$ cat src/rtl/rst_seq_ctrl.sv
// Reset sequencer: filters external and software reset requests, holds all
// domains in reset, then releases them one at a time in index order.
// rst_cause keeps sticky reset-cause bits for firmware to read back.
module rst_seq_ctrl #(
    parameter int NUM_DOMAINS = 4,
    parameter int NUM_SRC     = 2,
    parameter int SYNC_DEPTH  = 2,
    parameter int MIN_PULSE   = 4,
    parameter int HOLD_CYCLES = 16,
    parameter int STAGE_DELAY = 8
) (
    input  logic                   clk,
    input  logic                   reset,
    input  logic [NUM_SRC-1:0]     ext_rst_req,
    input  logic                   sw_rst_req,
    input  logic                   cause_clr,
    output logic [NUM_DOMAINS-1:0] domain_rst,
    output logic [NUM_DOMAINS-1:0] domain_rstn,
    output logic                   seq_done,
    output logic [NUM_SRC+1:0]     rst_cause
);

    localparam int MAX_HS  = (HOLD_CYCLES > STAGE_DELAY) ? HOLD_CYCLES : STAGE_DELAY;
    localparam int MAX_ALL = (MAX_HS > MIN_PULSE) ? MAX_HS : MIN_PULSE;
    localparam int CW      = $clog2(MAX_ALL + 1);
    localparam int IW      = (NUM_DOMAINS > 1) ? $clog2(NUM_DOMAINS) : 1;
    localparam int FW      = $clog2(MIN_PULSE + 1);

    typedef enum logic [1:0] {HOLD, RELEASE, RUN} state_t;

    state_t                              state;
    logic   [CW-1:0]                     cnt;
    logic   [IW-1:0]                     idx;
    logic   [NUM_SRC-1:0][SYNC_DEPTH-1:0] sync;
    logic   [NUM_SRC-1:0][FW-1:0]         filt;
    logic   [NUM_SRC-1:0]                s;
    logic   [NUM_SRC-1:0]                v;
    logic                                sw_q;
    logic                                trigger;

    // Synchronised request level and filter-qualified request per source
    always_comb begin
        s = '0;
        v = '0;
        for (int i = 0; i < NUM_SRC; i++) begin
            s[i] = sync[i][SYNC_DEPTH-1];
            v[i] = (filt[i] == FW'(MIN_PULSE));
        end
    end

    assign trigger     = (|v) | sw_q;
    assign domain_rstn = ~domain_rst;

    // Synchroniser chains for the asynchronous external requests
    always_ff @(posedge clk) begin
        if (reset) begin
            sync <= '0;
        end else begin
            for (int i = 0; i < NUM_SRC; i++)
                sync[i] <= {sync[i][SYNC_DEPTH-2:0], ext_rst_req[i]};
        end
    end

    // Glitch filter: request must stay high MIN_PULSE cycles; counter saturates
    always_ff @(posedge clk) begin
        if (reset) begin
            filt <= '0;
        end else begin
            for (int i = 0; i < NUM_SRC; i++) begin
                if (!s[i])
                    filt[i] <= '0;
                else if (filt[i] != FW'(MIN_PULSE))
                    filt[i] <= filt[i] + FW'(1);
            end
        end
    end

    // Software request is registered once before it can trigger
    always_ff @(posedge clk) begin
        if (reset) sw_q <= 1'b0;
        else       sw_q <= sw_rst_req;
    end

    // Sticky cause bits; a set in the same cycle as a clear wins
    always_ff @(posedge clk) begin
        if (reset)
            rst_cause <= (NUM_SRC+2)'(1);
        else
            rst_cause <= (cause_clr ? '0 : rst_cause) | {v, sw_q, 1'b0};
    end

    // Sequencer: hold until quiet for HOLD_CYCLES, then release domains in order
    always_ff @(posedge clk) begin
        if (reset) begin
            state      <= HOLD;
            cnt        <= '0;
            idx        <= '0;
            domain_rst <= '1;
            seq_done   <= 1'b0;
        end else begin
            case (state)
                HOLD: begin
                    domain_rst <= '1;
                    seq_done   <= 1'b0;
                    if (trigger) begin
                        cnt <= '0;
                    end else if (cnt == CW'(HOLD_CYCLES - 1)) begin
                        state      <= RELEASE;
                        idx        <= '0;
                        cnt        <= '0;
                        domain_rst <= ~NUM_DOMAINS'(1);
                    end else begin
                        cnt <= cnt + CW'(1);
                    end
                end
                RELEASE: begin
                    if (trigger) begin
                        state      <= HOLD;
                        domain_rst <= '1;
                        cnt        <= '0;
                    end else if (cnt == CW'(STAGE_DELAY - 1)) begin
                        if (idx == IW'(NUM_DOMAINS - 1)) begin
                            state    <= RUN;
                            seq_done <= 1'b1;
                        end else begin
                            idx        <= idx + IW'(1);
                            // 2 << idx selects bit idx+1, the next domain to release
                            domain_rst <= domain_rst & ~(NUM_DOMAINS'(2) << idx);
                            cnt        <= '0;
                        end
                    end else begin
                        cnt <= cnt + CW'(1);
                    end
                end
                RUN: begin
                    if (trigger) begin
                        state      <= HOLD;
                        domain_rst <= '1;
                        seq_done   <= 1'b0;
                        cnt        <= '0;
                    end
                end
                default: begin
                    state      <= HOLD;
                    domain_rst <= '1;
                    seq_done   <= 1'b0;
                    cnt        <= '0;
                end
            endcase
        end
    end

endmodule

$ cat config.mk
export PLATFORM = sky130hd
export DESIGN_NAME = rst_seq_ctrl
export DESIGN_NICKNAME = d
export VERILOG_FILES = /design/src/rtl/rst_seq_ctrl.sv
export SDC_FILE = /design/constraint.sdc
export NUM_CORES = 1
export LEC_CHECK = 0
export CAP_MARGIN = 20
export CORE_ASPECT_RATIO = 0.5
export CORE_UTILIZATION = 51
export DETAILED_ROUTE_END_ITERATION = 10
export PLACE_DENSITY = 0.87
export SLEW_MARGIN = 20
export SYNTH_ARGS = -nofsm -noshare
export SYNTH_HDL_FRONTEND = slang
export SYNTH_SLANG_ARGS = --single-unit
$ cat constraint.sdc
create_clock -name clk -period 2 [get_ports clk]
set_input_delay 0.4 -clock clk [delete_from_list [all_inputs] [get_ports clk]]
set_output_delay 0.4 -clock clk [all_outputs]
set_load 0.02 [all_outputs]
# == After elaboration in Yosys (flattened, before gate mapping) ==
# Cells that the tools add are included.
# word_totals
regBits,29
input_bits,6
out_inout_bits,13
elab_cells,86
# op_classes
add_sub_neg,4
n_eq_ne,20
shifts,1
n_mux,33
n_bitwise,7
n_reduce_logical,10
# ops
op,n
2-to-1 mux 5 bit,6
2-to-1 mux 2 bit,11
2-to-1 mux 4 bit,5
!= test 3 bit (second input constant),5
case mux 5 bit (3 select lines),1
!= test 2 bit (second input constant),7
case mux 4 bit (3 select lines),1
NOT 4 bit,2
adder 3 x 1 -> 3 bit (second input constant),2
== test 3 bit (second input constant),2
2-to-1 mux 1 bit,6
case mux 2 bit (3 select lines),1
AND reduction 6 bit,1
OR reduction 2 bit,3
adder 5 x 1 -> 5 bit (second input constant),1
== test 5 x 3 -> 1 bit (second input constant),1
== test 5 x 4 -> 1 bit (second input constant),1
AND reduction 5 bit,1
AND 4 bit,1
== test 2 bit (second input constant),2
!= test 4 bit (second input constant),1
OR 4 bit,1
case mux 2 bit (2 select lines),1
AND reduction 4 bit,1
10 further kinds,11

# == Logic depth before layout (Yosys ltp) ==
# Gate-level depths: netlist of the first run.
# depth
word_depth,7
depth_mapped,8
ltp_nobuf,8

# == Worst setup path after synthesis of the first run ==
# OpenSTA, ideal clock, no wires.
# synth_path
path_type,flip-flop to flip-flop
start,register cnt[0]
end,register cnt[3]
t_arrival_ps,1671
required_ps,1926
path_slack_ps,254
stages_incl_launch_ff,9
cell_sequence,dfxtp_1 -> ha_1 -> nand3_1 -> inv_1 -> ha_1 -> nor2b_1 -> a2111oi_4 -> nand3_1 -> a31oi_1
# synth_between
elab_chain_cells,4
elab_cells_between_ends,10
classes_between,add/sub: 1; eq/ne: 3; mux: 5; reduce/logical: 1
# synth_lines
element,line_no,rtl
"start, declared",32,logic [CW-1:0] cnt;
"start signal, assigned",113,cnt <= cnt + CW'(1);
"start signal, assigned",132,cnt <= cnt + CW'(1);
adder 5 x 1 -> 5 bit (tied with other cells),"113, 132",
"2-to-1 mux 5 bit, on equally long branches","121, 107",
"2-to-1 mux 5 bit, on equally long branches","117, 105",
case mux 5 bit (3 select lines),101,case (state)
# Parallel ways exist; a longest one is shown, timed or not.
# A chain may end at the register's enable or synchronous reset.

# == Worst setup path after layout of the first run ==
# Same ends and word-level chain as after synthesis.

==> reports/results.ini, run 1 <==
[outcome]
status = complete, no violations

[grt]
first_global_vias = 1069
antenna_found_initial = 0
grt_overflow = 0
gr-usage-all-layers_pct = 23.0
grt_max_degree = 15
grt_pass1_wl_um = 4620

[cts]
clock_latency_ns = 0.29
cts_buffers = 5
cts.sinks = 29
htreeDepth = 2
cts_root_buf = clkbuf_8
cts_buffer_depth = 2
postCtsHoldBufs = 0
cts_tree = built
cts.clk_slew.worst_paths_ns = 0.07

[yosys]
synth_most_common_cell = dfxtp_1
ys_seq_elements = 29
syn_nets = 173
yosys_warnings = 0
async_reset_ff_share_pct = 0
synth_top_cell_by_area = dfxtp_1
synth_edf_count = 0
synthDistinctLibCells = 28
synth_top_area_share_pct = 42.6
syn_inst = 156
synth_common_cells = dfxtp_1 (29), inv_1 (15), a21oi_1 (13), nor2_1 (13), nand2_1 (12)
yosysSeqAreaShare_pct = 42.6
syn_avg_cell_area_um2 = 8.73
synth.cell_area_um2 = 1360
synth-main-ff-cell = dfxtp_1
synthTopCellsByArea = dfxtp_1 (43%), ha_1 (10%), a21oi_1 (4.8%)

[placement]
port_buffers = 18
pre_cts_slack_ns = 0.0988
dp_cells = 207
dp_hpwl_um = 1900
gp_congestion = 0.851

[cells_and_area]
layout-drive-gt1-share_pct = 11.1
seq_area_um2 = 582
fill_cells = 185
nNetsFinal = 196
multiInputGateArea_um2 = 706
antenna_cells = 0
fin_cells = 215
area_growth_pct = 25.6

[routing]
viasPerCell = 5.31
ant_nets = 0
routedWlPerCell_um = 12.6
vias = 1142
first_iter_violations = 134
detail_route.drc_violations = 0
dr.pass1.iters = 4
drt_wl_total_um = 2700

[timing]
worstMarginPinSlew_ns = 0.519
max_freq_ghz = 0.538
setup_ws_ns = 0.142
period_minus_slack_ns = 1.86
fin_tns_setup_ns = 0
period_share_pct = 92.9
setup_viol = 0
hold_viol = 0
drv_slew = 0
grt_setup_unrepaired = no
finClkSkew_ns = 0.00466
relSlewSlack_pct = 65.3

[critical_path]
crit_fanout = 5
worstSetupPathType = reg2reg
worstPathRequired_ns = 2.21
worstRegToRegCells = 8
end_kind = flop
critPathArrivalTime_ns = 2.07
cp-start-kind = flop

[floorplan]
ioPinCount = 19
initial_core_util_pct = 57.4
die_width_um = 75.1
die_y_um = 38.5
die_area_um2 = 2890
row_count = 12
core_um2 = 2370

[worst_hold_path]
holdPathStages = 1
hp-class = reg2reg

[power_and_ir_drop]
irDropWorstVdd_mv = 0.661
powerDensity_nw_per_um2 = 765
p_leak_nw = 0.674

[job]
cap_viol_max_count = 0

[final timing paths]
kind | slack, ns | from | end
max | 0.14 | cnt[0]$_SDFFE_PP0P_ | cnt[3]$_SDFFE_PP0P_
min | 0.45 | sync[2]$_SDFF_PP0_ | s[1]$_SDFF_PP0_
max reg2reg | 0.14 | cnt[0]$_SDFFE_PP0P_ | cnt[3]$_SDFFE_PP0P_
min reg2reg | 0.45 | sync[2]$_SDFF_PP0_ | s[1]$_SDFF_PP0_
[state kept, by name, indices dropped and copies added, names as in the netlist]
name        cells
filt            6
domain_rst      4
s               2
sw_q            1
cnt             5
idx             2
seq_done        1
state           2
rst_cause       4
sync            2
[report_power, final]
part           switching (W)  internal, W  leakage [nW]
clock               0.000239     0.000405        0.0574
combinational      0.0000322    0.0000346         0.380
sequential        0.00000829     0.000590         0.236
total               0.000279      0.00103         0.674
[metal layers]
metal  track usage (%)  share of wire (%)  vias up
met5                 0                  0        -
met4              9.91                1.4        0
met3              10.5                9.1        6
met2              38.5                 45       47
met1              25.6                 44      516
li1                  -                  -      573
[worst max-delay path: stages (launching register included)]
cell,delay [ns]
dfxtp_1,0.34
ha_2,0.22
nand3_1,0.12
inv_1,0.05
ha_1,0.18
nor2b_2,0.20
a2111oi_4,0.39
nand3_1,0.12
a31oi_1,0.17
[through the flow]
stage,power [W],hold WS [ns],utilization [%],area (µm²)
6_report,0.00131,0.453,72.1,1710
3_5_place_dp,0.000676,0.439,66.7,1580
2_1_floorplan,0.000647,0.414,-,1360
3_3_place_gp,0.000672,0.420,66.7,1580
5_1_grt,0.00135,0.473,72.1,1710
4_1_cts,0.00132,0.454,71.7,1700
[kinds of logic (layout without fill, tap and decap cells)]
logic type                 after synthesis  after routing  synth area share, %
adders and majority gates               11             11                 10.1
AOI/OAI and AO/OA                       34             34                 17.6
and+or+nand+nor                         60             60                 22.2
DFF                                     29             29                 42.6
buffers and inverters                   20             44                 6.07
xor gates and xnor gates                 2              2                 1.29
[final cells by class]
cell class | instances | share of cell area (%)
Multi-Input combinational cell | 107 | 41.3
Sequential cell | 29 | 34.0
Timing Repair Buffer | 21 | 11.9
Clock buffer | 6 | 4.83
Inverter | 15 | 3.29
Tap cell | 35 | 2.56
Clock inverter | 2 | 2.19
[timing repair]
item	in CTS	in global routing
setup buffers	0	0
resized for setup	0	4
endpoints found under the setup margin	0	5
[cells in the final DEF (no fill, tap or decap), drive strengths merged]
cell,count
nor2b,9
a32oi,1
nand2,12
nor3,5
inv,15
clkdlybuf4s50,18
nand4,2
dfxtp,29
nor3b,1
buf,3
a221o,1
a2111oi,1
nand3,10
a221oi,1
a31oi,2
xnor2,2
nor2,13
clkinvlp,1
a41o,1
and2,1
a21oi,13
bufinv,1
a21o,1
and3,1
a31o,2
clkbuf,6
ha,11
and4bb,1
a2bb2oi,3
nand2b,5
o21ai,8
Note: power is estimated with default switching activity, not from simulation.
==> run 2, diff against run 1 <==
--- a/config.mk
+++ b/config.mk
@@ -6,10 +6,9 @@
 export NUM_CORES = 1
 export LEC_CHECK = 0
 export CAP_MARGIN = 20
-export CORE_ASPECT_RATIO = 0.5
-export CORE_UTILIZATION = 51
+export CORE_UTILIZATION = 53
 export DETAILED_ROUTE_END_ITERATION = 10
-export PLACE_DENSITY = 0.87
+export PLACE_DENSITY = 0.9
 export SLEW_MARGIN = 20
 export SYNTH_ARGS = -nofsm -noshare
 export SYNTH_HDL_FRONTEND = slang
==> reports/results.ini, run 2 (synthesized netlist as in run 1, its figures left out) <==
[critical_path]
critPathMaxStageDelay_ns = 0.56  ; was 0.39 ns
reg2reg_from = filt[4]$_SDFFE_PP0N_  ; was cnt[0]$_SDFFE_PP0P_
path_buf_inv = 1  ; unchanged
r2r-end = domain_rst[3]$_SDFFE_PP1P_  ; was cnt[3]$_SDFFE_PP0P_
crit_chain = inv_1 > ha_1 > a221oi_2 > nand2b_1 > nor2_1 > a2bb2oi_1  ; was ha_2 > nand3_1 > inv_1 > ha_1 > nor2b_2 > a2111oi_4 > nand3_1 > a31oi_1
worstPathRequired_ns = 2.21  ; about the same
critPathArrivalTime_ns = 2.11  ; was 2.07 ns
cp-start-kind = flop  ; unchanged
crit_fanout = 6  ; was 5
r2r_setup_slack_ns = 0.11  ; was 0.14 ns
worstRegToRegCells = 6  ; was 8
crit_path_top_delay_cell = a221oi_2  ; was a2111oi_4
cp_top_family = compound AO/OA/AOI/OAI gates  ; unchanged
worstSetupPathType = reg2reg  ; unchanged
crit_path_start = filt[4]$_SDFFE_PP0N_  ; was cnt[0]$_SDFFE_PP0P_
end_kind = flop  ; unchanged

[floorplan]
initial_core_util_pct = 55.5  ; was 57.4%
die_area_um2 = 2780  ; was 2890 µm²
die_y_um = 52.7  ; was 38.5 µm
core_um2 = 2450  ; was 2370 µm²
ioPinCount = 19  ; unchanged
die_width_um = 52.7  ; was 75.1 µm
row_count = 18  ; was 12

[timing]
finClkSkew_ns = 0.0106  ; was 0.00466 ns
period_minus_slack_ns = 1.89  ; was 1.86 ns
hold_viol = 0  ; unchanged
setup_viol = 0  ; unchanged
setup_ws_ns = 0.106  ; was 0.142 ns
worstMarginPinSlew_ns = 0.561  ; was 0.519 ns
period_share_pct = 94.7  ; was 92.9%
drv_slew = 0  ; unchanged
max_freq_ghz = 0.528  ; was 0.538 GHz
fin_tns_setup_ns = 0  ; unchanged
relSlewSlack_pct = 62.6  ; was 65.3%
grt_setup_unrepaired = no  ; unchanged

[grt]
first_global_vias = 1134  ; was 1069
grt_max_degree = 15  ; unchanged
grt_pass1_wl_um = 4620  ; unchanged
gr-usage-all-layers_pct = 23.4  ; was 23.0%
antenna_found_initial = 0  ; unchanged
grt_overflow = 0  ; unchanged

[cts]
cts.clk_slew.worst_paths_ns = 0.08  ; was 0.07 ns
htreeDepth = 2  ; unchanged
cts_tree = built  ; unchanged
clock_latency_ns = 0.33  ; was 0.29 ns
cts.sinks = 29  ; unchanged
cts_buffer_depth = 2  ; unchanged
cts_setup_buffers = 0  ; unchanged
cts_root_buf = clkbuf_4  ; was clkbuf_8
cts_resized = 0  ; unchanged
cts_buffers = 5  ; unchanged
postCtsHoldBufs = 0  ; unchanged

[job]
cap_viol_max_count = 0  ; unchanged

[cells_and_area]
regMostFlops = filt  ; unchanged
largestRegisters = filt: 6 flops, cnt: 5 flops  ; unchanged
nNetsFinal = 195  ; was 196
fill_cells = 222  ; was 185
mostFrequentLayoutCell = dfxtp_1  ; unchanged
seq_area_um2 = 582  ; unchanged
final_cell_mix = dfxtp_1 (28), clkdlybuf4s50_1 (18), inv_1 (15)  ; unchanged
multiInputGateArea_um2 = 703  ; was 706 µm²
fin_util_pct = 66.4  ; was 72.1%
largest_reg_flops = 6  ; unchanged
antenna_cells = 0  ; unchanged
layout-drive-gt1-share_pct = 8.99  ; was 11.1%
area_growth_pct = 19.7  ; was 25.6%

[worst_hold_path]
holdPathStages = 1  ; unchanged
hold_end = s[0]$_SDFF_PP0_  ; was s[1]$_SDFF_PP0_
hp-class = reg2reg  ; unchanged
hp-start = sync[0]$_SDFF_PP0_  ; was sync[2]$_SDFF_PP0_

[placement]
port_buffers = 18  ; unchanged
dp_hpwl_um = 2140  ; was 1900 µm
pre_cts_slack_ns = 0.0770  ; was 0.0988 ns
gp_congestion = 0.838  ; was 0.851

[routing]
detail_route.drc_violations = 0  ; unchanged
ant_nets = 0  ; unchanged
routedWlPerCell_um = 13.4  ; was 12.6 µm
vias = 1187  ; was 1142
drt_wl_total_um = 2800  ; was 2700 µm
dr.pass1.iters = 4  ; unchanged
first_iter_violations = 29  ; was 134
viasPerCell = 5.71  ; was 5.31

[power_and_ir_drop]
irDropWorstVdd_mv = 0.483  ; was 0.661 mV
p_leak_nw = 0.645  ; was 0.674 nW
powerDensity_nw_per_um2 = 625  ; was 765 nW/µm²

[outcome]
status = complete, no violations  ; unchanged

==> run 2: area by class of cell <==
class	count	share of cell area, %
Clock buffer	7	3.38
Tap cell	30	2.30
Inverter	15	3.46
Multi-Input combinational cell	107	43.2
Timing Repair Buffer	20	12.0
Sequential cell	29	35.7
==> run 2: worst max-delay path by stage <==
stage / to / slack, ns / cells past startpoint
floorplan: cnt[3]$_SDFFE_PP0P_ / 0.25 / 8
global placement: cnt[3]$_SDFFE_PP0P_ / 0.18 / 8
detailed placement: cnt[3]$_SDFFE_PP0P_ / 0.08 / 8
CTS: cnt[3]$_SDFFE_PP0P_ / 0.06 / 8
global route: cnt[3]$_SDFFE_PP0P_ / 0.02 / 6
finish: domain_rst[3]$_SDFFE_PP1P_ / 0.11 / 6
==> run 2: metrics by stage <==
| step | area [µm²] | hold slack (ns) | std cells | total power, W |
|---|---|---|---|---|
| final | 1630 | 0.442 | 208 | 0.00102 |
| after global routing | 1630 | 0.461 | 208 | 0.00107 |
| after CTS | 1620 | 0.448 | 208 | 0.00103 |
| after detailed placement | 1570 | 0.428 | 201 | 0.000674 |
| after global placement | 1570 | 0.422 | 201 | 0.000671 |
| after floorplan | 1360 | 0.414 | 156 | 0.000647 |
==> run 2: power breakdown <==
| part | switching [W] | internal (W) |
|---|---|---|
| Combinational | 0.0000315 | 0.0000327 |
| Sequential | 0.00000773 | 0.000589 |
| Clock | 0.000192 | 0.000166 |
| Total | 0.000231 | 0.000788 |
==> run 2: layer usage <==
layer	wire length (µm)	track usage (%)	vias to the layer above
met4	34	11.0	0
li1	-	-	577
met3	138	9.28	6
met2	1540	42.4	41
met5	0	0	-
met1	1080	22.8	563
==> run 2: worst reg2reg max path, stage by stage, from the launching register on <==
cell       delay [ns]
dfxtp_1          0.37
inv_1            0.06
ha_1             0.24
a221oi_2         0.56
nand2b_1         0.21
nor2_1           0.25
a2bb2oi_1        0.10
==> run 3, diff against run 2 <==
==> constraint.sdc (replaced) <==
create_clock -name clk -period 2.05 [get_ports clk]
set_input_delay 0.41 -clock clk [delete_from_list [all_inputs] [get_ports clk]]
set_output_delay 0.41 -clock clk [all_outputs]
set_load 0.02 [all_outputs]
==> reports/results.ini, run 3 (synthesized netlist as in run 1, its figures left out) <==
[outcome]
status = complete, no violations  ; unchanged

[critical_path]
worstPathRequired_ns = 2.31  ; was 2.21 ns
worstRegToRegCells = 6  ; unchanged
reg2reg_from = filt[3]$_SDFFE_PP0N_  ; was filt[4]$_SDFFE_PP0N_
cp-start-kind = flop  ; unchanged
end_kind = flop  ; unchanged
crit_chain = inv_1 > ha_1 > a221o_1 > a2111oi_4 > nand3_1 > a31oi_1  ; was inv_1 > ha_1 > a221oi_2 > nand2b_1 > nor2_1 > a2bb2oi_1
critPathArrivalTime_ns = 2.18  ; was 2.11 ns
crit_fanout = 5  ; was 6
worstSetupPathType = reg2reg  ; unchanged
r2r-end = cnt[3]$_SDFFE_PP0P_  ; was domain_rst[3]$_SDFFE_PP1P_
crit_path_top_delay_cell = a221o_1  ; was a221oi_2
r2r_setup_slack_ns = 0.13  ; was 0.11 ns
critPathMaxStageDelay_ns = 0.45  ; was 0.56 ns

[grt]
first_global_vias = 1109  ; was 1134
grt_max_degree = 15  ; unchanged
gr-usage-all-layers_pct = 23.1  ; was 23.4%
antenna_found_initial = 0  ; unchanged
grt_overflow = 0  ; unchanged
grt_pass1_wl_um = 4510  ; was 4620 µm

[cells_and_area]
largest_reg_flops = 6  ; unchanged
regMostFlops = filt  ; unchanged
nNetsFinal = 196  ; was 195
final_area_um2 = 1660  ; was 1630 µm²
mostFrequentLayoutCell = dfxtp_1  ; unchanged
seq_area_um2 = 581  ; was 582 µm²
largestRegisters = filt: 6 flops, cnt: 5 flops  ; unchanged
antenna_cells = 0  ; unchanged
area_growth_pct = 22.2  ; was 19.7%
fill_cells = 190  ; was 222
fin_util_pct = 67.7  ; was 66.4%
final_cell_mix = dfxtp_1 (29), clkdlybuf4s50_1 (18), inv_1 (15)  ; was dfxtp_1 (28), clkdlybuf4s50_1 (18), inv_1 (15)
layout-drive-gt1-share_pct = 8.89  ; was 8.99%
multiInputGateArea_um2 = 701  ; was 703 µm²

[routing]
drt_wl_total_um = 2770  ; was 2800 µm
first_iter_violations = 9  ; was 29
vias = 1155  ; was 1187
viasPerCell = 5.50  ; was 5.71
ant_nets = 0  ; unchanged
detail_route.drc_violations = 0  ; unchanged
dr.pass1.iters = 4  ; unchanged
routedWlPerCell_um = 13.2  ; was 13.4 µm

[power_and_ir_drop]
swShare_pct = 20.9  ; was 22.7%
p_leak_nw = 0.666  ; was 0.645 nW
irDropWorstVdd_mv = 0.567  ; was 0.483 mV
pwr-share-seq_pct = 51.3  ; was 58.6%
power_switching_w = 0.000237  ; was 0.000231 W
clkPwrFrac_pct = 43.0  ; was 35.1%
powerDensity_nw_per_um2 = 683  ; was 625 nW/µm²
intPower_w = 0.000899  ; was 0.000788 W
comb_power_share_pct = 5.7  ; was 6.3%

[worst_hold_path]
holdPathStages = 1  ; unchanged
hold_end = s[0]$_SDFF_PP0_  ; unchanged
hp-class = reg2reg  ; unchanged
hp-start = sync[0]$_SDFF_PP0_  ; unchanged

[timing]
setup_ws_ns = 0.131  ; was 0.106 ns
hold_viol = 0  ; unchanged
max_freq_ghz = 0.521  ; was 0.528 GHz
fin_tns_setup_ns = 0  ; unchanged
fin_worst_hold_slack_ns = 0.441  ; was 0.442 ns
worstMarginPinSlew_ns = 0.499  ; was 0.561 ns
period_share_pct = 93.6  ; was 94.7%
finClkSkew_ns = 0.00896  ; was 0.0106 ns
setup_viol = 0  ; unchanged
period_minus_slack_ns = 1.92  ; was 1.89 ns
grt_setup_unrepaired = no  ; unchanged
relSlewSlack_pct = 66.7  ; was 62.6%
drv_slew = 0  ; unchanged

[cts]
cts_buffer_depth = 2  ; unchanged
postCtsHoldBufs = 0  ; unchanged
cts_setup_buffers = 0  ; unchanged
cts.sinks = 29  ; unchanged
cts_tree = built  ; unchanged
cts.clk_slew.worst_paths_ns = 0.09  ; was 0.08 ns
clock_latency_ns = 0.33  ; about the same
cts_root_buf = clkbuf_4  ; unchanged
cts_buffers = 5  ; unchanged
htreeDepth = 2  ; unchanged

[placement]
placed_area_um2 = 1580  ; was 1570 µm²
pre_cts_slack_ns = 0.0652  ; was 0.0770 ns
gp_congestion = 0.826  ; was 0.838
dp_hpwl_um = 2080  ; was 2140 µm
port_buffers = 18  ; unchanged

[floorplan]
die_area_um2 = 2780  ; unchanged
die_y_um = 52.7  ; unchanged
initial_core_util_pct = 55.5  ; unchanged
row_count = 18  ; unchanged
ioPinCount = 19  ; unchanged
die_width_um = 52.7  ; unchanged
core_um2 = 2450  ; unchanged

[job]
cap_viol_max_count = 0  ; unchanged

==> run 3: how the worst max path moves through the flow <==
stage          cells past startpoint  slack, ns             endpoint                  from
2_1_floorplan                      8       0.30  cnt[3]$_SDFFE_PP0P_   cnt[0]$_SDFFE_PP0P_
3_3_place_gp                       8       0.23  cnt[3]$_SDFFE_PP0P_   cnt[0]$_SDFFE_PP0P_
3_5_place_dp                       8       0.07  cnt[3]$_SDFFE_PP0P_   cnt[0]$_SDFFE_PP0P_
4_1_cts                            8       0.05  cnt[3]$_SDFFE_PP0P_   cnt[0]$_SDFFE_PP0P_
5_1_grt                            6       0.01  cnt[3]$_SDFFE_PP0P_  filt[3]$_SDFFE_PP0N_
6_report                           6       0.13  cnt[3]$_SDFFE_PP0P_  filt[3]$_SDFFE_PP0N_
==> run 3: power groups by stage <==
stage	Combinational, W	Clock [W]	Sequential, W
5_1_grt	0.0000695	0.000528	0.000584
6_report	0.0000642	0.000488	0.000583
3_5_place_dp	0.0000643	0	0.000596
3_3_place_gp	0.0000616	0	0.000595
4_1_cts	0.0000646	0.000497	0.000583
2_1_floorplan	0.0000344	0	0.000597
==> run 3: critical path: cells and delay by family (launching register included) <==
| family | cells | cell delay (ns) |
|---|---|---|
| adders and majority gates | 1 | 0.26 |
| AOI/OAI and AO/OA | 3 | 1.02 |
| DFF | 1 | 0.38 |
| buffers and inverters | 1 | 0.06 |
| and+or+nand+nor | 1 | 0.13 |
==> run 3: repair_timing <==
| item | 4_1_cts | 5_1_grt |
|---|---|---|
| endpoints found under the hold margin | 0 | 0 |
| gates resized for setup | 0 | 1 |
| setup endpoints to repair | 0 | 4 |
==> run 3: metal layers <==
| layer | global-route usage (%) | up-vias | routed length, µm |
|---|---|---|---|
| li1 | - | 580 | - |
| met1 | 22.9 | 533 | 1130 |
| met2 | 40.3 | 34 | 1460 |
| met3 | 9.86 | 8 | 132 |
| met4 | 12.3 | 0 | 53 |
| met5 | 0 | - | 0 |
==> run 3: stage by stage <==
stage	instances	power, W
finish	210	0.00114
global route	210	0.00118
CTS	210	0.00114
detailed placement	202	0.000660
global placement	202	0.000656
floorplan	156	0.000631
==> run 3: final cells by class <==
cell class | instances | area share, %
sequential | 29 | 34.9
timing repair buffer | 21 | 12.2
multi-input combinational | 107 | 42.1
clock buffer | 7 | 3.31
inverter | 15 | 3.39
tap | 30 | 2.26
clock inverter | 1 | 1.81
